File: src/rtl/uart_tx_arbiter.sv
// Round-robin arbiter that lets N_REQ packet sources share one UART transmitter byte stream.
// Optional hold timeout is compiled in with `define UART_ARB_TIMEOUT_EN.
module uart_tx_arbiter #(
  parameter int unsigned N_REQ       = 4,
  parameter int unsigned TIMEOUT_CYC = 1024
) (
  input  logic               clk_i,
  input  logic               rst_i,
  input  logic [N_REQ-1:0]   req_valid_i,
  input  logic [8*N_REQ-1:0] req_data_i,
  input  logic [N_REQ-1:0]   req_last_i,
  output logic [N_REQ-1:0]   req_ready_o,
  output logic [N_REQ-1:0]   grant_o,
  output logic [7:0]         tx_data_o,
  output logic               tx_valid_o,
  input  logic               tx_ready_i,
  output logic               timeout_o
);

  localparam int unsigned IDX_W = $clog2(N_REQ);

  typedef enum logic [1:0] {IDLE, LOAD, SEND, HOLD} state_t;

  state_t             state_q, state_d;
  logic [N_REQ-1:0]   grant_q, grant_d;
  logic [IDX_W-1:0]   owner_q, owner_d;
  logic [IDX_W-1:0]   rr_q, rr_d;
  logic [7:0]         data_q, data_d;
  logic               last_q, last_d;
  logic               win_found;
  logic [IDX_W-1:0]   win_idx;
  logic               owner_valid;

`ifdef UART_ARB_TIMEOUT_EN
  localparam int unsigned CNT_W = $clog2(TIMEOUT_CYC + 1);
  logic [CNT_W-1:0] cnt_q, cnt_d;
  logic             to_q, to_d;
`endif

  assign owner_valid = req_valid_i[owner_q];

  // Search upward from rr_q+1 with wrap; first valid requester wins.
  always_comb begin
    int unsigned idx;
    win_found = 1'b0;
    win_idx   = '0;
    idx       = 0;
    for (int unsigned i = 1; i <= N_REQ; i++) begin
      idx = (32'(rr_q) + i) % N_REQ;
      if (!win_found && req_valid_i[IDX_W'(idx)]) begin
        win_found = 1'b1;
        win_idx   = IDX_W'(idx);
      end
    end
  end

  always_comb begin
    state_d     = state_q;
    grant_d     = grant_q;
    owner_d     = owner_q;
    rr_d        = rr_q;
    data_d      = data_q;
    last_d      = last_q;
    req_ready_o = '0;
`ifdef UART_ARB_TIMEOUT_EN
    cnt_d       = '0;
    to_d        = 1'b0;
`endif
    case (state_q)
      IDLE: begin
        if (win_found) begin
          grant_d = {{(N_REQ-1){1'b0}}, 1'b1} << win_idx;
          owner_d = win_idx;
          state_d = LOAD;
        end
      end
      LOAD: begin
        // Strobe is gated by the owner's valid so a byte is never taken from an idle source.
        if (owner_valid) begin
          req_ready_o = grant_q;
          data_d      = req_data_i[{owner_q, 3'b000} +: 8];
          last_d      = req_last_i[owner_q];
          state_d     = SEND;
        end
      end
      SEND: begin
        if (tx_ready_i) begin
          if (last_q) begin
            rr_d    = owner_q;
            grant_d = '0;
            state_d = IDLE;
          end else begin
            state_d = HOLD;
          end
        end
      end
      HOLD: begin
        if (owner_valid) begin
          state_d = LOAD;
        end
`ifdef UART_ARB_TIMEOUT_EN
        else if (cnt_q + 1'b1 == CNT_W'(TIMEOUT_CYC)) begin
          rr_d    = owner_q;
          grant_d = '0;
          to_d    = 1'b1;
          state_d = IDLE;
        end else begin
          cnt_d = cnt_q + 1'b1;
        end
`endif
      end
      default: begin
        grant_d = '0;
        state_d = IDLE;
      end
    endcase
  end

  always_ff @(posedge clk_i or posedge rst_i) begin
    if (rst_i) begin
      state_q <= IDLE;
      grant_q <= '0;
      owner_q <= '0;
      rr_q    <= IDX_W'(N_REQ - 1);
      data_q  <= '0;
      last_q  <= 1'b0;
    end else begin
      state_q <= state_d;
      grant_q <= grant_d;
      owner_q <= owner_d;
      rr_q    <= rr_d;
      data_q  <= data_d;
      last_q  <= last_d;
    end
  end

`ifdef UART_ARB_TIMEOUT_EN
  always_ff @(posedge clk_i or posedge rst_i) begin
    if (rst_i) begin
      cnt_q <= '0;
      to_q  <= 1'b0;
    end else begin
      cnt_q <= cnt_d;
      to_q  <= to_d;
    end
  end

  assign timeout_o = to_q;
`else
  assign timeout_o = 1'b0;
`endif

  assign grant_o    = grant_q;
  assign tx_data_o  = data_q;
  assign tx_valid_o = (state_q == SEND);

endmodule

File: config.mk
export PLATFORM = sky130hd
export DESIGN_NAME = uart_tx_arbiter
export DESIGN_NICKNAME = d
export VERILOG_FILES = /design/src/rtl/uart_tx_arbiter.sv
export SDC_FILE = /design/constraint.sdc
export NUM_CORES = 1
export LEC_CHECK = 0
export ABC_AREA = 0
export ABC_CLOCK_PERIOD_IN_PS = 3400
export CAP_MARGIN = 20
export CORE_MARGIN = 5
export CORE_UTILIZATION = 35
export CTS_CLUSTER_DIAMETER = 80
export DETAILED_ROUTE_END_ITERATION = 10
export GPL_TIMING_DRIVEN = 0
export PLACE_DENSITY = 0.71
export SLEW_MARGIN = 20
export SYNTH_ARGS = -nofsm -noshare
export SYNTH_HDL_FRONTEND = slang
export SYNTH_SLANG_ARGS = --single-unit
export TNS_END_PERCENT = 10
File: constraint.sdc
create_clock -name clk_i -period 3.4 [get_ports clk_i]
set_input_delay 0.68 -clock clk_i [delete_from_list [all_inputs] [get_ports clk_i]]
set_output_delay 0.68 -clock clk_i [all_outputs]
set_load 0.02 [all_outputs]
==> impl_results.md <==
* Status: finished, final reports clean
* Tot GR Track Use at 15.0%
* Number of top-level pins at 61
* I/O Buffers at 59
* Peak supply drop at 0.292 mV
* Post-synthesis mux area share at 32.2%
* Post-synth top area share at 35.0%
* Synth area leader: dfrtp_1
* Final Power at 0.00146 W
* Synth Instances at 97
* Setup violators final at 0
* Met2 GRT Util at 27.5%
* Rel. slew slack at 50.3%
* Adder-cell share of the synthesized area at 4.12%
* Slew of the pin with the lowest slew margin at 0.744 ns
* Gr ovfl total at 0
* Net Sw Power at 0.000576 W
* Xor and xnor fraction of the mapped netlist area at 0%
* Buffers & Inverters on Critical Path at 2
* Main combinational cell family by area after synthesis: multiplexers
* Compound-Gate Fraction of Synth Area at 10.9%
* Row cnt at 21
* Crit path cell chain: clkdlybuf4s50_1, mux4_2, nand2_4, nor2_1, clkdlybuf4s50_1
* 1st-pass router iterations at 6
* Worst-Skew Late Latency at 0.29 ns
* Layer with the highest usage: met2
* Pin count of the biggest net entering global routing at 20
* Maximum clock frequency at 304 MHz
* Max-Cap Viols at 0
* Vias in the first global route at 1242
* Top post-synthesis cells by area: dfrtp_1 (35%), mux4_2 (19%), mux2_2 (11%)
* Critical Path AT at 2.61 ns
* DR DRC count at 0
* CP Max Fanout at 10
* Share of layout cells above drive strength 1 at 20.6%
* Post-Syn Nets at 144
* Global-route wire length before repair at 5.36 mm
* Post-synthesis sequential area ratio at 39.3%
* Top-count cell post-synth: dfrtp_1
* Worst r2r src: owner_q[1]$_DFFE_PP0P_
* Clock power share at 7.9%
* Iteration-0 DRC count of the detailed router at 44
* Combinational Power Share at 62.6%
* CTS clk-pin slew, worst paths at 0.11 ns
* Commonest cells in the netlist: dfrtp_1 (17), mux2_2 (12), mux4_2 (10)
* CTS tree: built
* Kind of critical path: in2out
* Critical R2R Capture: state_q[0]$_DFFE_PP0P_
* Area Overhead vs Synth at 55.9%
* Cell variety after synth at 35
* Fin. Hold Viols at 0
* Period Utilization, post-route at 96.7%
* WL/cell at 15.6 µm
* HP Class: reg2reg
* Sequential share of power at 29.5%
* Met3 Track Usage GR at 6.00%
* Post-Synth Simple-Gate Area at 9.98%
* Final GP Congestion at 0.778
* CP max-delay cell: mux4_2
* Multi-input gate area at 704 µm²
* N_diodes at 0
* Met1 Use GR at 15.9%
* Critical hold path startpoint: tx_data_o[4]$_DFFE_PP0P_
* Post-synth ARST share at 100%
* Flop2flop setup slack at 1.66 ns
* Filler cells at 326
* P_int at 0.000880 W
* Core area at 3360 µm²
* Final min period at 3.29 ns
* Largest delay share family, worst path: buffers and inverters
* Setup_tns at 0 ns
* Flops & latches, synth at 19
* Clock root buffer: clkbuf_4
* Total number of vias at 1076
* Die height at 68.9 µm
* P_leak at 0.775 nW
* Register area at 478 µm²
* Hold depth at 1
* CP required at 2.72 ns
* Hold_buf cts at 0
* Initial antenna violation count at 0
* CTS Buf Count at 3
* Die span in x at 68.9 µm
* Switching share of total power at 39.6%
* Worst min-delay path endpoint: tx_data_o[4]$_DFFE_PP0P_
* Clock Sinks at 19
* PwrDens at 768 nW/µm²
* Kind of start point of the critical path: primary input
* Final nets at 208
* Max clock buf depth at 2
* Worst stage delay on the critical path at 0.61 ns
* Post-DP HPWL at 2.62 mm
* Post-synth EDFFs at 0
* Syn avg cell area at 12.5 µm²
* Vias/cell at 5.22
* DRT antenna net count at 0
* Crit-path most repeated cell: clkdlybuf4s50_1
* Synthesized area at 1220 µm²
* Number of H-tree levels at 1
* Layout Skew at 0.00491 ns
* Yosys warns at 0
* Critical path capture point type: primary output
* Main flop type after synthesis: dfrtp_1
* Die ar. at 4750 µm²
* Fin. max-slew vios at 0
* Initial Utilization at 36.2%
* RSZ-0062 raised after global routing: false
* Worst reg2reg path depth at 3
* Drt total wl at 3.22 mm
## metrics by stage
step / setup WS [ns] / hold WS [ns] / util, % / instances / cell area [µm²]
finish: 0.113 / 0.514 / 56.4 / 206 / 1900
global route: 0.0506 / 0.540 / 56.4 / 206 / 1900
CTS: 0.0492 / 0.518 / 56.2 / 206 / 1890
detailed placement: 0.0537 / 0.491 / 55.4 / 202 / 1860
global placement: 0.0724 / 0.481 / 55.4 / 202 / 1860
floorplan: 1.21 / 0.520 / - / 97 / 1220
## power groups by stage
stage | Combinational [W] | Sequential (W) | Clock, W
2_1_floorplan | 0.000506 | 0.000506 | 0
3_3_place_gp | 0.000885 | 0.000429 | 0
3_5_place_dp | 0.000910 | 0.000434 | 0
4_1_cts | 0.000914 | 0.000430 | 0.000121
5_1_grt | 0.000988 | 0.000449 | 0.000129
6_report | 0.000912 | 0.000429 | 0.000115
## cell usage in the layout, fill, tap and decap left out
cell | synthesis | routed
buf_2 | 1 | 1
a22o_1 | 1 | 1
ha_1 | 4 | 4
o211ai_1 | 1 | 1
mux2_2 | 12 | 12
mux2_1 | 1 | 1
o221ai_2 | 1 | 1
a41o_1 | 1 | 1
o41ai_1 | 1 | 1
a211oi_1 | 1 | 1
buf_4 | 1 | 1
dfrtp_1 | 17 | 17
and3_1 | 3 | 3
or2b_1 | 1 | 1
a32o_1 | 1 | 1
clkdlybuf4s50_1 | 0 | 59
or3_1 | 1 | 1
clkbuf_4 | 0 | 3
o22a_1 | 1 | 1
nand3_1 | 1 | 1
nor3_1 | 1 | 1
mux4_2 | 10 | 10
nand2b_1 | 3 | 3
a21boi_0 | 1 | 1
nand2_4 | 0 | 1
dfstp_2 | 2 | 2
nor4_2 | 1 | 1
a22oi_1 | 1 | 1
nand2_1 | 5 | 5
inv_1 | 6 | 6
o21ai_0 | 4 | 4
o41ai_2 | 1 | 1
conb_1 | 1 | 1
mux2i_1 | 2 | 2
o21ai_1 | 1 | 1
nor2_1 | 6 | 6
clkbuf_1 | 0 | 1
buf_1 | 1 | 1
## cell type report
class | count | area share [%]
inverter | 6 | 1.19
sequential | 19 | 25.2
timing repair buffer | 59 | 31.2
buffer | 3 | 0.858
multi-input combinational | 69 | 37.2
clock buffer | 4 | 1.39
tap | 46 | 3.04
## flip-flops by register name, summed over array words and instances (netlist names)
name,flops
grant_o,4
tx_data_o,8
last_q,1
rr_q,2
state_q,2
owner_q,2
## metal layers
layer / part of all wire (%) / vias up
met3: 11 / 2
met5: 0 / -
met4: 0.72 / 0
li1: - / 494
met1: 38 / 534
met2: 51 / 46
## timing repair
item,CTS,global route
endpoints found under the hold margin,0,0
endpoints found under the setup margin,0,1
setup buffers,0,0
gates resized for setup,0,1
## worst max path at each step
| stage | start | endpoint | slack, ns | cells after the start |
|---|---|---|---|---|
| floorplan | req_valid_i[3] | req_ready_o[3] | 1.21 | 3 |
| global placement | req_valid_i[3] | req_ready_o[3] | 0.07 | 5 |
| detailed placement | req_valid_i[3] | req_ready_o[3] | 0.05 | 5 |
| CTS | req_valid_i[3] | req_ready_o[3] | 0.05 | 5 |
| global route | req_valid_i[3] | req_ready_o[3] | 0.05 | 5 |
| finish | req_valid_i[3] | req_ready_o[3] | 0.11 | 5 |
## kinds of logic after synthesis
family | count (synthesis)
mux | 25
simple gates | 23
compound gates | 16
fa+ha+maj | 4
other cells | 1
flops | 19
buf+inv | 9
Power figures use the tool's default switching activity.
